### src/rtl/sha1_pkg.sv
// Shared SHA-1 constants, FSM state type and round helper functions
// used by the block engine and its combinational round.
package sha1_pkg;

    typedef enum logic [1:0] {
        IDLE,
        ROUND,
        UPDATE,
        OUT
    } state_t;

    localparam logic [159:0] H_INIT = {
        32'h67452301, 32'hEFCDAB89, 32'h98BADCFE, 32'h10325476, 32'hC3D2E1F0
    };

    localparam logic [31:0] K_00_19 = 32'h5A827999;
    localparam logic [31:0] K_20_39 = 32'h6ED9EBA1;
    localparam logic [31:0] K_40_59 = 32'h8F1BBCDC;
    localparam logic [31:0] K_60_79 = 32'hCA62C1D6;

    localparam logic [6:0] LAST_ROUND = 7'd79;

    function automatic logic [31:0] rotl(input logic [31:0] x, input int unsigned n);
        return (x << n) | (x >> (32 - n));
    endfunction

    // Ch for the first quarter, Maj for the third, Parity otherwise.
    function automatic logic [31:0] f_sel(input logic [6:0] t, input logic [31:0] b,
                                          input logic [31:0] c, input logic [31:0] d);
        if (t < 7'd20)
            return (b & c) | (~b & d);
        else if (t < 7'd40)
            return b ^ c ^ d;
        else if (t < 7'd60)
            return (b & c) | (b & d) | (c & d);
        else
            return b ^ c ^ d;
    endfunction

    function automatic logic [31:0] k_sel(input logic [6:0] t);
        if (t < 7'd20)
            return K_00_19;
        else if (t < 7'd40)
            return K_20_39;
        else if (t < 7'd60)
            return K_40_59;
        else
            return K_60_79;
    endfunction

endpackage

### src/rtl/sha1_round.sv
// Combinational single SHA-1 round: advances the A..E working variables
// by one step using the current schedule word and round index.
module sha1_round
    import sha1_pkg::*;
(
    input  logic [31:0] a,
    input  logic [31:0] b,
    input  logic [31:0] c,
    input  logic [31:0] d,
    input  logic [31:0] e,
    input  logic [31:0] w,
    input  logic [6:0]  t,
    output logic [31:0] a_next,
    output logic [31:0] b_next,
    output logic [31:0] c_next,
    output logic [31:0] d_next,
    output logic [31:0] e_next
);

    logic [31:0] temp;

    always_comb begin
        temp = rotl(a, 5) + f_sel(t, b, c, d) + e + k_sel(t) + w;
    end

    assign a_next = temp;
    assign b_next = a;
    assign c_next = rotl(b, 30);
    assign d_next = c;
    assign e_next = d;

endmodule

### src/rtl/sha1_block_engine.sv
// Iterative SHA-1 compression engine: one round per clock, chains the
// hash across blocks and presents the digest after each message's last block.
module sha1_block_engine
    import sha1_pkg::*;
(
    input  logic         clk,
    input  logic         reset_n,
    output logic         o_tready_in,
    input  logic         i_tvalid_in,
    input  logic [511:0] i_tdata_in,
    input  logic         i_tlast_in,
    input  logic         i_tready_out,
    output logic         o_tvalid_out,
    output logic [159:0] o_tdata_out
);

    state_t       state;
    logic [31:0]  window [16];
    logic [159:0] h_reg;
    logic [31:0]  a, b, c, d, e;
    logic [6:0]   t;
    logic         last_flag;

    logic [31:0]  a_next, b_next, c_next, d_next, e_next;
    logic [31:0]  w_new;
    logic [159:0] h_sum;

    sha1_round u_round (
        .a      (a),
        .b      (b),
        .c      (c),
        .d      (d),
        .e      (e),
        .w      (window[0]),
        .t      (t),
        .a_next (a_next),
        .b_next (b_next),
        .c_next (c_next),
        .d_next (d_next),
        .e_next (e_next)
    );

    // Indices are relative to the current window, whose word 0 is W[t].
    assign w_new = rotl(window[13] ^ window[8] ^ window[2] ^ window[0], 1);

    assign h_sum = {h_reg[159:128] + a, h_reg[127:96] + b, h_reg[95:64] + c,
                    h_reg[63:32] + d, h_reg[31:0] + e};

    always_ff @(posedge clk or negedge reset_n) begin
        if (!reset_n) begin
            state        <= IDLE;
            o_tready_in  <= 1'b0;
            o_tvalid_out <= 1'b0;
            o_tdata_out  <= '0;
            h_reg        <= H_INIT;
            t            <= '0;
            last_flag    <= 1'b0;
            a            <= '0;
            b            <= '0;
            c            <= '0;
            d            <= '0;
            e            <= '0;
            for (int i = 0; i < 16; i++)
                window[i] <= '0;
        end else begin
            case (state)
                IDLE: begin
                    if (o_tready_in && i_tvalid_in) begin
                        for (int i = 0; i < 16; i++)
                            window[i] <= i_tdata_in[511 - 32*i -: 32];
                        {a, b, c, d, e} <= h_reg;
                        last_flag       <= i_tlast_in;
                        t               <= '0;
                        o_tready_in     <= 1'b0;
                        state           <= ROUND;
                    end else begin
                        o_tready_in <= 1'b1;
                    end
                end

                ROUND: begin
                    {a, b, c, d, e} <= {a_next, b_next, c_next, d_next, e_next};
                    for (int i = 0; i < 15; i++)
                        window[i] <= window[i + 1];
                    window[15] <= w_new;
                    if (t == LAST_ROUND)
                        state <= UPDATE;
                    else
                        t <= t + 7'd1;
                end

                // Final block publishes the digest and rearms H for the next message.
                UPDATE: begin
                    if (last_flag) begin
                        o_tdata_out  <= h_sum;
                        o_tvalid_out <= 1'b1;
                        h_reg        <= H_INIT;
                        state        <= OUT;
                    end else begin
                        h_reg       <= h_sum;
                        o_tready_in <= 1'b1;
                        state       <= IDLE;
                    end
                end

                OUT: begin
                    if (i_tready_out) begin
                        o_tvalid_out <= 1'b0;
                        o_tready_in  <= 1'b1;
                        state        <= IDLE;
                    end
                end

                default: state <= IDLE;
            endcase
        end
    end

endmodule

### config.mk
export PLATFORM = sky130hd
export DESIGN_NAME = sha1_block_engine
export DESIGN_NICKNAME = d
export VERILOG_FILES = /design/src/rtl/sha1_pkg.sv /design/src/rtl/sha1_round.sv /design/src/rtl/sha1_block_engine.sv
export SDC_FILE = /design/constraint.sdc
export NUM_CORES = 2
export LEC_CHECK = 0
export ABC_CLOCK_PERIOD_IN_PS = 16570
export BUFFER_PORTS_ARGS = -buffer_cell sky130_fd_sc_hd__clkbuf_2
export CAP_MARGIN = 15
export CORE_UTILIZATION = 60
export CTS_BUF_LIST = sky130_fd_sc_hd__clkbuf_8
export DETAILED_ROUTE_END_ITERATION = 10
export GPL_TIMING_DRIVEN = 0
export PLACE_DENSITY = 0.79
export RECOVER_POWER = 100
export SLEW_MARGIN = 20
export SYNTH_ARGS = -nofsm -noshare
export SYNTH_HDL_FRONTEND = slang
export SYNTH_SLANG_ARGS = --single-unit
### constraint.sdc
create_clock -name clk -period 16.57 [get_ports clk]
set_clock_uncertainty 0.05 [all_clocks]
set_input_delay 0.8285 -clock clk [delete_from_list [all_inputs] [get_ports clk]]
set_output_delay 0.8285 -clock clk [all_outputs]
set_load 0.05 [all_outputs]
# [After elaboration in Yosys (flattened, before gate mapping)]
# Index checks and enable logic that the tools add are counted.
[word_totals] inputBits=517 output_inout_bits=162 ff_bits=1004 wordCells=113
[classes] order_cmp=3 n_eq_ne=10 n_addsub=10 muxes=34 n_bitwise=16 reduce_logical=12
[op_table] cell="case mux 512 bit (2 select lines)" n=1
[op_table] cell="2-to-1 mux 512 bit" n=1
[op_table] cell="2-to-1 mux 32 bit" n=10
[op_table] cell="case mux 32 bit (2 select lines)" n=5
[op_table] cell="adder 32 bit" n=9
[op_table] cell="2-to-1 mux 160 bit" n=1
[op_table] cell="bitwise XOR 32 bit" n=5
[op_table] cell="AND 32 bit" n=4
[op_table] cell="bitwise OR 32 bit" n=3
[op_table] cell="NOT 32 bit" n=1
[op_table] cell="bitwise OR 32 x 1 -> 32 bit" n=1
[op_table] cell="bitwise OR 32 x 30 -> 32 bit" n=1
[op_table] cell="bitwise OR 32 x 5 -> 32 bit" n=1
[op_table] cell="2-to-1 mux 31 bit" n=1
[op_table] cell="< comparator 7 x 6 -> 1 bit, second input constant" n=2
[op_table] cell="2-to-1 mux 7 bit" n=2
[op_table] cell="case mux 7 bit (2 select lines)" n=1
[op_table] cell="inequality test 2 bit, second input constant" n=6
[op_table] cell="AND reduction 3 bit" n=4
[op_table] cell="2-to-1 mux 2 bit" n=4
[op_table] cell="case mux 2 bit (4 select lines)" n=1
[op_table] cell="adder 7 x 1 -> 7 bit, second input constant" n=1
[op_table] cell="== test 7 bit, second input constant" n=1
[op_table] cell="< comparator 7 x 5 -> 1 bit, second input constant" n=1
[op_table] cell="other kinds (10)" n=18

# [Logic depth before layout (Yosys ltp)]
[depth] depth_word=11 ltp_mapped=25 ltp_nobuf=23

# [By module]
# Synthesis repeated with hierarchy kept, for this count alone.
[unflattened] hier_cells=6676 area_unflattened_um2=57124.8
[by_module_without_submodules] module="sha1_block_engine" area_each_um2=50881.3 n_inst=1 cells_per_inst=5995 seq_area_each_um2=25224.2
[by_module_without_submodules] module="sha1_round" area_each_um2=6243.5 n_inst=1 cells_per_inst=681 seq_area_each_um2=0.0

# [Worst setup path before layout]
# OpenSTA, ideal clock, no wires.
[synth_path] path_kind="register -> register" start="register t[4]" end="register a[29]" arrival_time_ps=5775 path_buffers=2 setup_time_ps=139 synth_period_minus_slack_ps=5963 slack_ps=10607 t_required_ps=16381 path_stages_with_launch=26 cell_sequence="dfrtp_1 clkbuf_1 a41oi_1 nand2_1 inv_2 nor2_1 inv_1 clkbuf_1 nor2_1 nor2_1 fa_1 fa_1 inv_1 fa_1 inv_1 ha_1 a21oi_1 o21ai_0 a31oi_1 o21ai_0 a22o_1 a2111oi_2 o21bai_1 a2111oi_0 a41o_1 a311oi_1"
[synth_between] elab_chain_len=9
[synth_rtl] element="start, declared" line="sha1_block_engine.sv:21" rtl="logic [6:0] t;"
[synth_rtl] element="start signal, assigned" line="sha1_block_engine.sv:89" rtl="t <= t + 7'd1;"
[synth_rtl] element="< comparator 7 x 6 -> 1 bit" line="sha1_pkg.sv:34, sha1_pkg.sv:45"
[synth_rtl] element="2-to-1 mux 32 bit" line="sha1_pkg.sv:34" rtl="else if (t < 7'd60)"
[synth_rtl] element="2-to-1 mux 32 bit" line="sha1_pkg.sv:32" rtl="else if (t < 7'd40)"
[synth_rtl] element="2-to-1 mux 32 bit" line="sha1_pkg.sv:30" rtl="if (t < 7'd20)"
[synth_rtl] element="adder 32 bit (2 in series)" line="sha1_round.sv:23" rtl="temp = rotl(a, 5) + f_sel(t, b, c, d) + e + k_sel(t) + w;"
[synth_rtl] element="adder 32 bit (*) (2 in series)" line="sha1_round.sv:23"
[synth_rtl] element="case mux 32 bit (2 select lines) (*)" line="sha1_block_engine.sv:66" rtl="case (state)"
[synth_rtl] element="end signal, assigned" line="sha1_block_engine.sv:71" rtl="{a, b, c, d, e} <= h_reg;"
[synth_rtl] element="end signal, assigned" line="sha1_block_engine.sv:82" rtl="{a, b, c, d, e} <= {a_next, b_next, c_next, d_next, e_next};"
[synth_rtl] element="end, declared" line="sha1_block_engine.sv:20" rtl="logic [31:0] a, b, c, d, e;"
# Every way passes the cells marked *; elsewhere a longest branch is shown, timed or not.
# A chain may end at the register's enable or synchronous reset.

==> impl_metrics.yaml <==
status:
  status: "finished, violations left"
  violations: "max-capacitance violations, max-slew violations"
place:
  dp_cells: 8179
  portBuffers: 678
  hpwl_mm: 176
  routabilityCongestion: 1.04
min_path:
  whs_endpoint: "window[95]"
  worstHoldStart: "i_tdata_in[95]"
  hold_depth: 3
  min_path_type: "in -> reg"
yosys:
  syn-cell-area_um2: 55300
  synth_top_cell_by_area: "dfrtp_1"
  ys_types: 80
  synthSimpleGateAreaFrac_pct: 17.6
  synth_fp_nets: 7149
  yosys.area_share.adder_pct: 8.92
  yosysWarningCount: 0
  synth_top_area_share_pct: 41.8
  seq_area_frac_synth_pct: 45.7
  syn_area_per_cell_um2: 8.75
  postSynthCellCount: 6313
  synth.area.mux_share_pct: 2.04
  yosys.area_share.xor_xnor_pct: 4.35
  synth.most_common_cell: "nand2_1"
  async_flop_share_pct: 100
  ys_seq_elements: 1004
  synth_edf_count: 0
  synth_top_family_by_area: "simple AND/OR/NAND/NOR gates"
  ys.flop_type: "dfrtp_1"
  synthTopCellsByCount: "nand2_1 (1467), dfrtp_1 (924), nor2_1 (838)"
  synth_area_leaders: "dfrtp_1 (42%), nand2_1 (10%), a31oi_1 (7.2%)"
  synth_compound_area_share_pct: 17.3
layout:
  largest_reg_flops: 512
  area_growth_pct: 15.4
  n_fill_cell: 7529
  layout-drive-gt1-share_pct: 13.0
  final_nets: 8011
  final_core_util_pct: 70.4
  final_cells: 8520
detailed_routing:
  drtIter0Drc: 6514
  vias: 53500
  wl_mm: 225
  vias_per_cell: 6.28
  wl_per_cell_um: 26.4
  ant_nets: 0
  dr.pass1.iters: 9
  drc: 0
clocking:
  ctsHtreeMaxLevel: 4
  clock_sinks: 1004
  cts_tree: "done"
  clockBufferDepth: 3
  cts_hold_buf: 1
  cts_resized: 0
  cts_root_buffer: "clkbuf_8"
  clk_latency_ns: 0.91
  cts.clk_slew.worst_paths_ns: 0.07
  cts_setup_buffers: 0
  cts_made_buffers: 169
timing:
  finalHoldViolCount: 0
  rsz0062_at_grt: "false"
  layout_worst_path_cycle_share_pct: 62.2
  setup_violations: 0
  worstMarginPinSlew_ns: 4.90
  drv_slew: 350
  period_needed_ns: 10.30
  setup_tns_ns: 0
  hold_slack_ns: 0.0960
  max_freq_mhz: 97.1
  relSlewSlack_pct: -227
job:
  maxCapViolCount: 6
global_route:
  grt_pass1_wl_mm: 327
  track_usage_pct: 48.1
  grt_pass1_vias: 51600
  grt_start_max_net_pins: 94
  grt.overflow.total: 0
  antenna_found_initial: 35
die:
  row_count: 110
  initial_core_util_pct: 61.0
  core_um2: 90600
  dieArea_um2: 93300
  ioPinCount: 679
  die_h_um: 305
  die_x_um: 305
critical_path:
  r2r_setup_slack_ns: 7.88
  cp-start-kind: "primary input"
  critPathMaxFanout: 90
  r2r_start: "t[4]"
  endpoint_kind: "async pin"
  worstPathArrival_ns: 10.48
  required_ns: 16.74
  timing.rr.end: "a[29]"
  worst-setup-path-type: "in -> async"
  reg2reg_depth: 25
[metrics by stage]
| step | worst slack [ns] | cell area (um^2) |
|---|---|---|
| 6_report | 6.27 | 63700 |
| 5_1_grt | 4.53 | 63700 |
| 4_1_cts | 8.68 | 64000 |
| 3_5_place_dp | 8.72 | 60500 |
| 3_3_place_gp | -9.37 | 60100 |
| 2_1_floorplan | 10.61 | 55300 |
[worst max-delay path by stage]
stage / startpoint / end / slack (ns) / depth (start not counted)
5_1_grt: reset_n / window[369] / 4.53 / 6
2_1_floorplan: t[4] / a[29] / 10.61 / 25
3_3_place_gp: reset_n / window[343] / -9.37 / 1
6_report: reset_n / window[345] / 6.27 / 6
3_5_place_dp: t[4] / a[29] / 8.72 / 25
4_1_cts: t[4] / a[29] / 8.68 / 25
[critical path, stage by stage]
cell,delay [ns]
dlygate4sd3_1,0.54
clkbuf_1,2.16
clkbuf_1,3.47
buf_16,0.30
buf_16,0.42
clkbuf_1,2.47
[cells in the final DEF (no fill, tap or decap), drive strengths merged, types with 26 or more instances in the layout]
cell,instances
a21o,84
nor3,26
diode,27
o21bai,28
fa,125
buf,28
dfrtp,924
o21ai,261
o22ai,34
nor2,838
xor2,70
xnor2,202
mux2,76
ha,194
clkbuf,1257
dfstp,80
o21a,28
nand2,1467
a22o,53
mux2i,27
inv,291
a31oi,636
a21oi,250
nand3,41
[metal layers]
layer / wire length (um) / vias to the layer above / track usage, %
met5: 160 / - / 0
li1: - / 23300 / -
met1: 77700 / 25700 / 56.2
met3: 23800 / 998 / 13.3
met4: 23100 / 24 / 40.5
met2: 100000 / 3402 / 73.7
[cells by family (layout without fill, tap and decap cells)]
| kind of cell | after synthesis | count (layout) |
|---|---|---|
| AO/OA/AOI/OAI | 1519 | 1519 |
| XOR/XNOR | 273 | 273 |
| adder cells (fa/ha/maj) | 319 | 319 |
| buffers and inverters | 610 | 1614 |
| flip-flops | 1004 | 1004 |
| multiplexers | 103 | 103 |
| other | 0 | 27 |
| AND/OR/NAND/NOR | 2485 | 2485 |
[area by class of cell]
| class | count | area (um^2) | area share (%) |
|---|---|---|---|
| Buffer | 382 | 1440 | 2.26 |
| Clock inverter | 100 | 639 | 1.00 |
| Clock buffer | 213 | 2930 | 4.60 |
| Inverter | 228 | 856 | 1.34 |
| Timing Repair Buffer | 691 | 3430 | 5.39 |
| Sequential cell | 1004 | 25200 | 39.6 |
| Tap cell | 1176 | 1470 | 2.31 |
| Multi-Input combinational cell | 4699 | 27700 | 43.4 |
| Antenna cell | 27 | 67.6 | 0.106 |
Power is left out: the tool's default activity adds up to more than one toggle a clock period on the data nets, which glitch-free logic cannot reach.
